## src/rtl/alu.sv

```systemverilog
// Registered 32-bit integer ALU for the execute stage of a MIPS-style datapath.
// Latency: 1 cycle (combinational compute, outputs registered on rising clk).
// Backpressure: none; a new operation may be issued every cycle, no handshake.
//
// Ports:
//   clk     - system clock, rising-edge active
//   rst_n   - asynchronous active-low reset; clears result and sig_b at once
//   opcode  - instruction opcode field [5:0]
//   rs_val  - first source operand [31:0]
//   rt_val  - second source operand / shift source [31:0]
//   shamt   - constant shift amount for SLL/SRL/SRA [4:0]
//   func    - R-type function field, decoded only when opcode == 0 [5:0]
//   raw_val - raw 16-bit immediate field
//   result  - registered ALU result [31:0]
//   sig_b   - registered branch-taken flag
module alu (
  input  logic        clk,
  input  logic        rst_n,
  input  logic [5:0]  opcode,
  input  logic [31:0] rs_val,
  input  logic [31:0] rt_val,
  input  logic [4:0]  shamt,
  input  logic [5:0]  func,
  input  logic [15:0] raw_val,
  output logic [31:0] result,
  output logic        sig_b
);

  // Opcodes
  localparam logic [5:0] OP_RTYPE = 6'b000000;
  localparam logic [5:0] OP_BEQ   = 6'b000100;
  localparam logic [5:0] OP_BNE   = 6'b000101;
  localparam logic [5:0] OP_BLEZ  = 6'b000110;
  localparam logic [5:0] OP_BGTZ  = 6'b000111;
  localparam logic [5:0] OP_ADDI  = 6'b001000;
  localparam logic [5:0] OP_ADDIU = 6'b001001;
  localparam logic [5:0] OP_SLTI  = 6'b001010;
  localparam logic [5:0] OP_SLTIU = 6'b001011;
  localparam logic [5:0] OP_ANDI  = 6'b001100;
  localparam logic [5:0] OP_ORI   = 6'b001101;
  localparam logic [5:0] OP_XORI  = 6'b001110;
  localparam logic [5:0] OP_LUI   = 6'b001111;
  localparam logic [5:0] OP_LW    = 6'b100011;
  localparam logic [5:0] OP_SW    = 6'b101011;

  // R-type function codes
  localparam logic [5:0] FN_SLL  = 6'b000000;
  localparam logic [5:0] FN_SRL  = 6'b000010;
  localparam logic [5:0] FN_SRA  = 6'b000011;
  localparam logic [5:0] FN_SLLV = 6'b000100;
  localparam logic [5:0] FN_SRLV = 6'b000110;
  localparam logic [5:0] FN_SRAV = 6'b000111;
  localparam logic [5:0] FN_ADD  = 6'b100000;
  localparam logic [5:0] FN_ADDU = 6'b100001;
  localparam logic [5:0] FN_SUB  = 6'b100010;
  localparam logic [5:0] FN_SUBU = 6'b100011;
  localparam logic [5:0] FN_AND  = 6'b100100;
  localparam logic [5:0] FN_OR   = 6'b100101;
  localparam logic [5:0] FN_XOR  = 6'b100110;
  localparam logic [5:0] FN_NOR  = 6'b100111;
  localparam logic [5:0] FN_SLT  = 6'b101010;
  localparam logic [5:0] FN_SLTU = 6'b101011;

  logic [31:0] sext;
  logic [31:0] zext;
  logic [31:0] br_off;
  logic [4:0]  var_sh;
  logic        rs_zero;
  logic [31:0] result_d;
  logic        sig_b_d;

  assign sext    = {{16{raw_val[15]}}, raw_val};
  assign zext    = {16'h0000, raw_val};
  assign br_off  = {sext[29:0], 2'b00};
  // Variable shifts use only the low five bits of rs; the rest is ignored.
  assign var_sh  = rs_val[4:0];
  assign rs_zero = (rs_val == 32'd0);

  always_comb begin
    result_d = 32'd0;
    sig_b_d  = 1'b0;
    unique case (opcode)
      OP_RTYPE: begin
        unique case (func)
          FN_ADD, FN_ADDU: result_d = rs_val + rt_val;
          FN_SUB, FN_SUBU: result_d = rs_val - rt_val;
          FN_AND:          result_d = rs_val & rt_val;
          FN_OR:           result_d = rs_val | rt_val;
          FN_XOR:          result_d = rs_val ^ rt_val;
          FN_NOR:          result_d = ~(rs_val | rt_val);
          FN_SLT:          result_d = {31'd0, $signed(rs_val) < $signed(rt_val)};
          FN_SLTU:         result_d = {31'd0, rs_val < rt_val};
          FN_SLL:          result_d = rt_val << shamt;
          FN_SRL:          result_d = rt_val >> shamt;
          FN_SRA:          result_d = $unsigned($signed(rt_val) >>> shamt);
          FN_SLLV:         result_d = rt_val << var_sh;
          FN_SRLV:         result_d = rt_val >> var_sh;
          FN_SRAV:         result_d = $unsigned($signed(rt_val) >>> var_sh);
          default:         result_d = 32'd0;
        endcase
      end
      OP_ADDI, OP_ADDIU: result_d = rs_val + sext;
      OP_SLTI:           result_d = {31'd0, $signed(rs_val) < $signed(sext)};
      OP_SLTIU:          result_d = {31'd0, rs_val < sext};
      OP_ANDI:           result_d = rs_val & zext;
      OP_ORI:            result_d = rs_val | zext;
      OP_XORI:           result_d = rs_val ^ zext;
      OP_LUI:            result_d = {raw_val, 16'h0000};
      OP_LW, OP_SW:      result_d = rs_val + sext;
      OP_BEQ: begin
        result_d = br_off;
        sig_b_d  = (rs_val == rt_val);
      end
      OP_BNE: begin
        result_d = br_off;
        sig_b_d  = (rs_val != rt_val);
      end
      OP_BLEZ: begin
        result_d = br_off;
        sig_b_d  = rs_val[31] | rs_zero;
      end
      OP_BGTZ: begin
        result_d = br_off;
        sig_b_d  = ~rs_val[31] & ~rs_zero;
      end
      default: begin
        result_d = 32'd0;
        sig_b_d  = 1'b0;
      end
    endcase
  end

  always_ff @(posedge clk or negedge rst_n) begin
    if (!rst_n) begin
      result <= 32'd0;
      sig_b  <= 1'b0;
    end else begin
      result <= result_d;
      sig_b  <= sig_b_d;
    end
  end

endmodule

```

## config.mk

```make
export PLATFORM = sky130hd
export DESIGN_NAME = alu
export DESIGN_NICKNAME = d
export VERILOG_FILES = /design/src/rtl/alu.sv
export SDC_FILE = /design/constraint.sdc
export NUM_CORES = 1
export LEC_CHECK = 0
export ABC_AREA = 1
export CAP_MARGIN = 20
export CORE_UTILIZATION = 35
export DETAILED_ROUTE_END_ITERATION = 12
export SETUP_SLACK_MARGIN = 0.1
export SYNTH_ARGS = -nofsm -noshare
export SYNTH_HDL_FRONTEND = slang
export SYNTH_SLANG_ARGS = --single-unit
```

## constraint.sdc

```tcl
create_clock -name clk -period 0.97 [get_ports clk]
set_input_delay 0.097 -clock clk [delete_from_list [all_inputs] [get_ports clk]]
set_output_delay 0.097 -clock clk [all_outputs]
set_load 0.05 [all_outputs]
```

# Yosys cells after proc, flatten, opt, wreduce, memory -nomap -nowiden
# Cells that the tools add are included.
# word_totals
register_bits	33
output_inout_bits	33
wordCells	67
# op_classes
n_eq_ne	31
shifts	6
n_addsub	3
order_cmp	4
reduce_logical	7
muxes	3
n_bitwise	11
# op_table
cell	count
32-bit one-hot mux with 14 select lines	1
32-bit one-hot mux with 9 select lines	1
32-bit less-than comparator	3
6-bit equality test (second input constant)	12
32-bit adder	2
32-bit by 5-bit << shifter with 32-bit output	2
32-bit by 5-bit right shift with 32-bit output	2
32-bit by 5-bit >>> shifter with 32-bit output	2
6-bit by 4-bit equality test with 1-bit output (second input constant)	8
6-bit by 3-bit equality test with 1-bit output (second input constant)	7
32-bit by 16-bit AND with 32-bit output	1
32-bit AND	1
32-bit equality test	1
32-bit logical NOT	1
32-bit by 16-bit less-than comparator with 1-bit output	1
32-bit != test	1
32-bit inverter	1
32-bit by 16-bit bitwise OR with 32-bit output	1
32-bit bitwise OR	1
32-bit subtractor	1
32-bit by 16-bit XOR with 32-bit output	1
32-bit XOR	1
6-bit by 2-bit equality test with 1-bit output (second input constant)	2
6-bit logical NOT	2
6 further kinds	9

# Logic depth before layout (Yosys ltp)
# depth
depth_word	4
mapped_depth	21
depth_no_buf	21

# Least setup slack after synthesis
# Ideal clock, no wire load.
# synth_path
kind	input port to flip-flop
start	input port raw_val[15]
end	register result[26]
cell_stages	14
n_path_buf	0
path_slack_ns	-1.167
arrival_time_ns	2.020
t_required_ns	0.853
cell_sequence	inv_1 -> ha_1 -> a21oi_1 -> inv_1 -> nand2_1 -> nand2_1 -> a21o_1 -> nand3b_1 -> a21o_1 -> or2_1 -> nand3_1 -> nand2_1 -> inv_1 -> nand2_1
# synth_between
elab_chain_cells	2
# synth_rtl
element	line_no	source
start, declared	24	input logic [15:0] raw_val,
32-bit adder	102, 109	
32-bit one-hot mux with 9 select lines *	82	unique case (opcode)
named net result_d[26]	69	logic [31:0] result_d;
end signal, assigned	138	result <= result_d;
end, declared	25	output logic [31:0] result,
# The timed path passes the listed nets; every way through them passes the cells marked *.

# Worst setup path after layout
# layout_path
start	input port rt_val[3]
end	register result[4]
# layout_between
elab_chain_cells	3
elab_cells_between_ends	10
classes_between	2 x add/sub; 6 x shift; 2 x mux
# layout_rtl
element	line_no	source
start, declared	21	input logic [31:0] rt_val,
32-bit subtractor, or another cell as far along	86	FN_SUB, FN_SUBU: result_d = rs_val - rt_val;
32-bit one-hot mux with 14 select lines *	84	unique case (func)
32-bit one-hot mux with 9 select lines *	82	
named net result_d[4]	69	
# Marks and branches as above.

==> flow_summary.toml <==
[status]
status = "finished with violations"
violations = "negative setup slack"

[drt]
vias = 30124
drc = 0
postRouteAntennaNets = 0
drt_iter0_drc = 4122
drt-total-wl_mm = 136
drtPass1Iterations = 9
viasPerCell = 6.19
avgRoutedWirePerCell_um = 27.9

[placement]
post-place-ws_ps = -2380
dpl.hpwl_mm = 102
placedCellCount = 4639
portBuffers = 131
gp_congestion = 1.16

[clock_tree]
cts_sinks = 33
clk_pin_slew_ps = 70
root_buffer = "clkbuf_16"
cts_tree = "done"
cts_buffer_depth = 2
ctsHtreeMaxLevel = 2
cts_made_buffers = 5

[sta]
tightest_slew_ps = 658
worst_slack_ps = -1500
finalCriticalPeriod_ps = 2470
drv_slew = 0
timing.setup.tns_ps = -44420
clock.fmax_mhz = 405
finalCritPeriodShare = 2.55
setup_viol = 64
slew_headroom = 0.550
whs_ps = 266
hold_viol_final = 0
rsz0062_at_grt = "true"

[final_layout]
multi_input_area_um2 = 19200
finalNonFillerCells = 4868
fill_cells = 3725
antenna_cells = 0
final_nets = 4541
seq_area_um2 = 837
drive_gt1_frac = 0.548
syn_to_final_growth_pct = 107

[critical_path]
endpoint_kind = "flop"
critical_path.startpoint = "rt_val[3]"
cp-endpoint = "result[4]"
crit_top_cell = "buf_4"
crit_arrival_ps = 2670
critical_path_class = "primary input to flop"
startpoint_type = "primary input"
cp_cell_sequence = "buf_4 -> clkinvlp_4 -> ha_2 -> inv_1 -> nand2_1 -> nand2_4 -> inv_2 -> o22ai_1 -> a21oi_2 -> nand3_4 -> nand3b_1 -> o21ai_1 -> buf_4 -> nand2_2"
cp.required_ps = 1170
critPathMaxFanout = 3
critical-path-slowest-cell = "ha_2"
crit_path_max_incr_delay_ps = 410

[grt]
grt_pass1_vias = 27141
grt_pass1_wl_mm = 180
grt.total_usage = 0.521
grt_antenna_before_repair = 2
grt_max_degree = 34
gr-total-overflow = 0

[synthesis]
yosys.cell_types.count = 55
avgSynthCellArea_um2 = 5.35
synth_edf_count = 0
synth_area_leader_cell = "nand2_1"
syn_inst = 3094
yosysWarnings = 0
synth_top_area_share = 0.189
netlist_area_um2 = 16500
ys.flop_type = "dfrtp_1"
async_reset_ff_frac = 1.00
ys_ff_latch = 33
synthesis.nets = 3375
seq_area_frac_synth = 0.0499
synthTopCellsByArea = "nand2_1 (19%), nand3_1 (18%), ha_1 (14%)"

[floorplan]
dieArea_um2 = 48200
start_util = 0.355
ios = 132
row_count = 79
core_um2 = 46600
die_y_um = 219
die_w_um = 219

[flow_run]
drv_cap = 0

[pwr]
leakagePower_uw = 0.0162
power.total_uw = 23700
ir_worst_vdd_uv = 625
p_per_area_nw_per_um2 = 693

[worst_hold_path]
worstHoldPathType = "primary input to flop"
==> logic make-up after synthesis <==
kind of cell / share of synthesized area
and+or+nand+nor: 0.479
AOI/OAI and AO/OA: 0.212
buffers and inverters: 0.119
adders and majority gates: 0.139
DFF: 0.0499
xor gates and xnor gates: 0.00106
==> Yosys cell counts (3+ instances only) <==
master / instances
nor4_1: 17
nand4_1: 44
inv_1: 323
nor3_1: 40
buf_6: 9
nor2_2: 5
o2111ai_1: 13
dfrtp_1: 33
o22ai_1: 27
nand3_2: 3
o21a_1: 4
and3_1: 4
ha_1: 179
nand3b_1: 10
a31oi_1: 9
o21ai_2: 7
buf_4: 13
a21oi_1: 192
nand3_1: 603
o21ai_0: 145
o21ai_1: 29
a22oi_1: 8
a21boi_0: 4
buf_2: 53
a221oi_1: 24
nand2_2: 7
or2_2: 3
o211ai_1: 66
o221ai_1: 10
fa_1: 3
inv_2: 15
nand2_1: 834
clkbuf_1: 61
nor2_1: 246
a211oi_1: 5
o21ai_4: 6
a21o_1: 9
o21bai_1: 8
buf_1: 3
==> power breakdown <==
part           leakage (uW)  internal, uW  switching [uW]
clock network     0.0000841          1290             879
logic                0.0157          8610           11300
registers          0.000436          1460             122
total                0.0162         11400           12300
==> worst min path at each step <==
| stage | endpoint | from | slack (ps) | cells past startpoint |
|---|---|---|---|---|
| 5_1_grt | result[27] | rs_val[27] | 290 | 5 |
| 2_1_floorplan | result[0] | rst_n | -200 | 0 |
| 6_report | result[27] | rs_val[27] | 270 | 5 |
| 3_3_place_gp | result[28] | rst_n | 80 | 2 |
| 4_1_cts | result[28] | rst_n | 290 | 3 |
| 3_5_place_dp | sig_b | rst_n | 80 | 2 |
==> layer usage <==
layer	global-route usage	part of all wire	vias to the layer above	wire, um
met5	0	0.00043	-	59
met4	0.433	0.11	6	15100
met3	0.152	0.14	899	18400
met2	0.788	0.41	2403	55700
met1	0.605	0.34	13892	46700
li1	-	-	12924	-
==> cells in the final DEF, fill, tap and decap left out, types with 45 or more instances in the layout <==
cell type / netlist / routed
buf_4: 13 / 945
nand2_1: 834 / 619
nand3_1: 603 / 365
inv_1: 323 / 198
nand3_2: 3 / 180
nand2_2: 7 / 162
buf_6: 9 / 156
nor2_1: 246 / 132
a21oi_1: 192 / 97
ha_1: 179 / 90
buf_12: 0 / 81
inv_2: 15 / 78
ha_4: 0 / 70
o211ai_1: 66 / 66
a21oi_2: 1 / 65
nor2_2: 5 / 62
nand3_4: 0 / 61
o21ai_0: 145 / 60
nor2_4: 2 / 59
o21ai_1: 29 / 58
nand2_4: 0 / 56
o21ai_2: 7 / 45
==> through the flow <==
step | util | cell area (um2)
2_1_floorplan | - | 17100
3_3_place_gp | 0.563 | 26200
3_5_place_dp | 0.563 | 26200
4_1_cts | 0.689 | 32100
5_1_grt | 0.734 | 34200
6_report | 0.734 | 34200
==> sequential cells by signal, summed over array words and instances, names as in the netlist <==
signal  count
result     32
sig_b       1
==> worst max-delay path, delay by kind of cell <==
family	cells	cell delay (ps)
adder cells (fa/ha/maj)	1	410
AND/OR/NAND/NOR	5	860
AO/OA/AOI/OAI	3	610
buffers and inverters	5	680
==> layout make-up <==
| class | count | share of cell area |
|---|---|---|
| clock buffer | 7 | 0.00417 |
| multi-input combinational | 2583 | 0.561 |
| tap | 607 | 0.0222 |
| inverter | 339 | 0.0433 |
| sequential | 33 | 0.0245 |
| clock inverter | 1 | 0.000879 |
| timing repair buffer | 1298 | 0.344 |
==> repair_timing <==
action,in CTS,in global routing
pin swaps,376,261
endpoints found under the setup margin,66,66
hold buffers,1,0
setup buffers,151,66
gates resized for setup,1436,403
hold endpoints to repair,33,0
gates cloned,7,5
No activity file was read; power rests on OpenSTA's default activity.
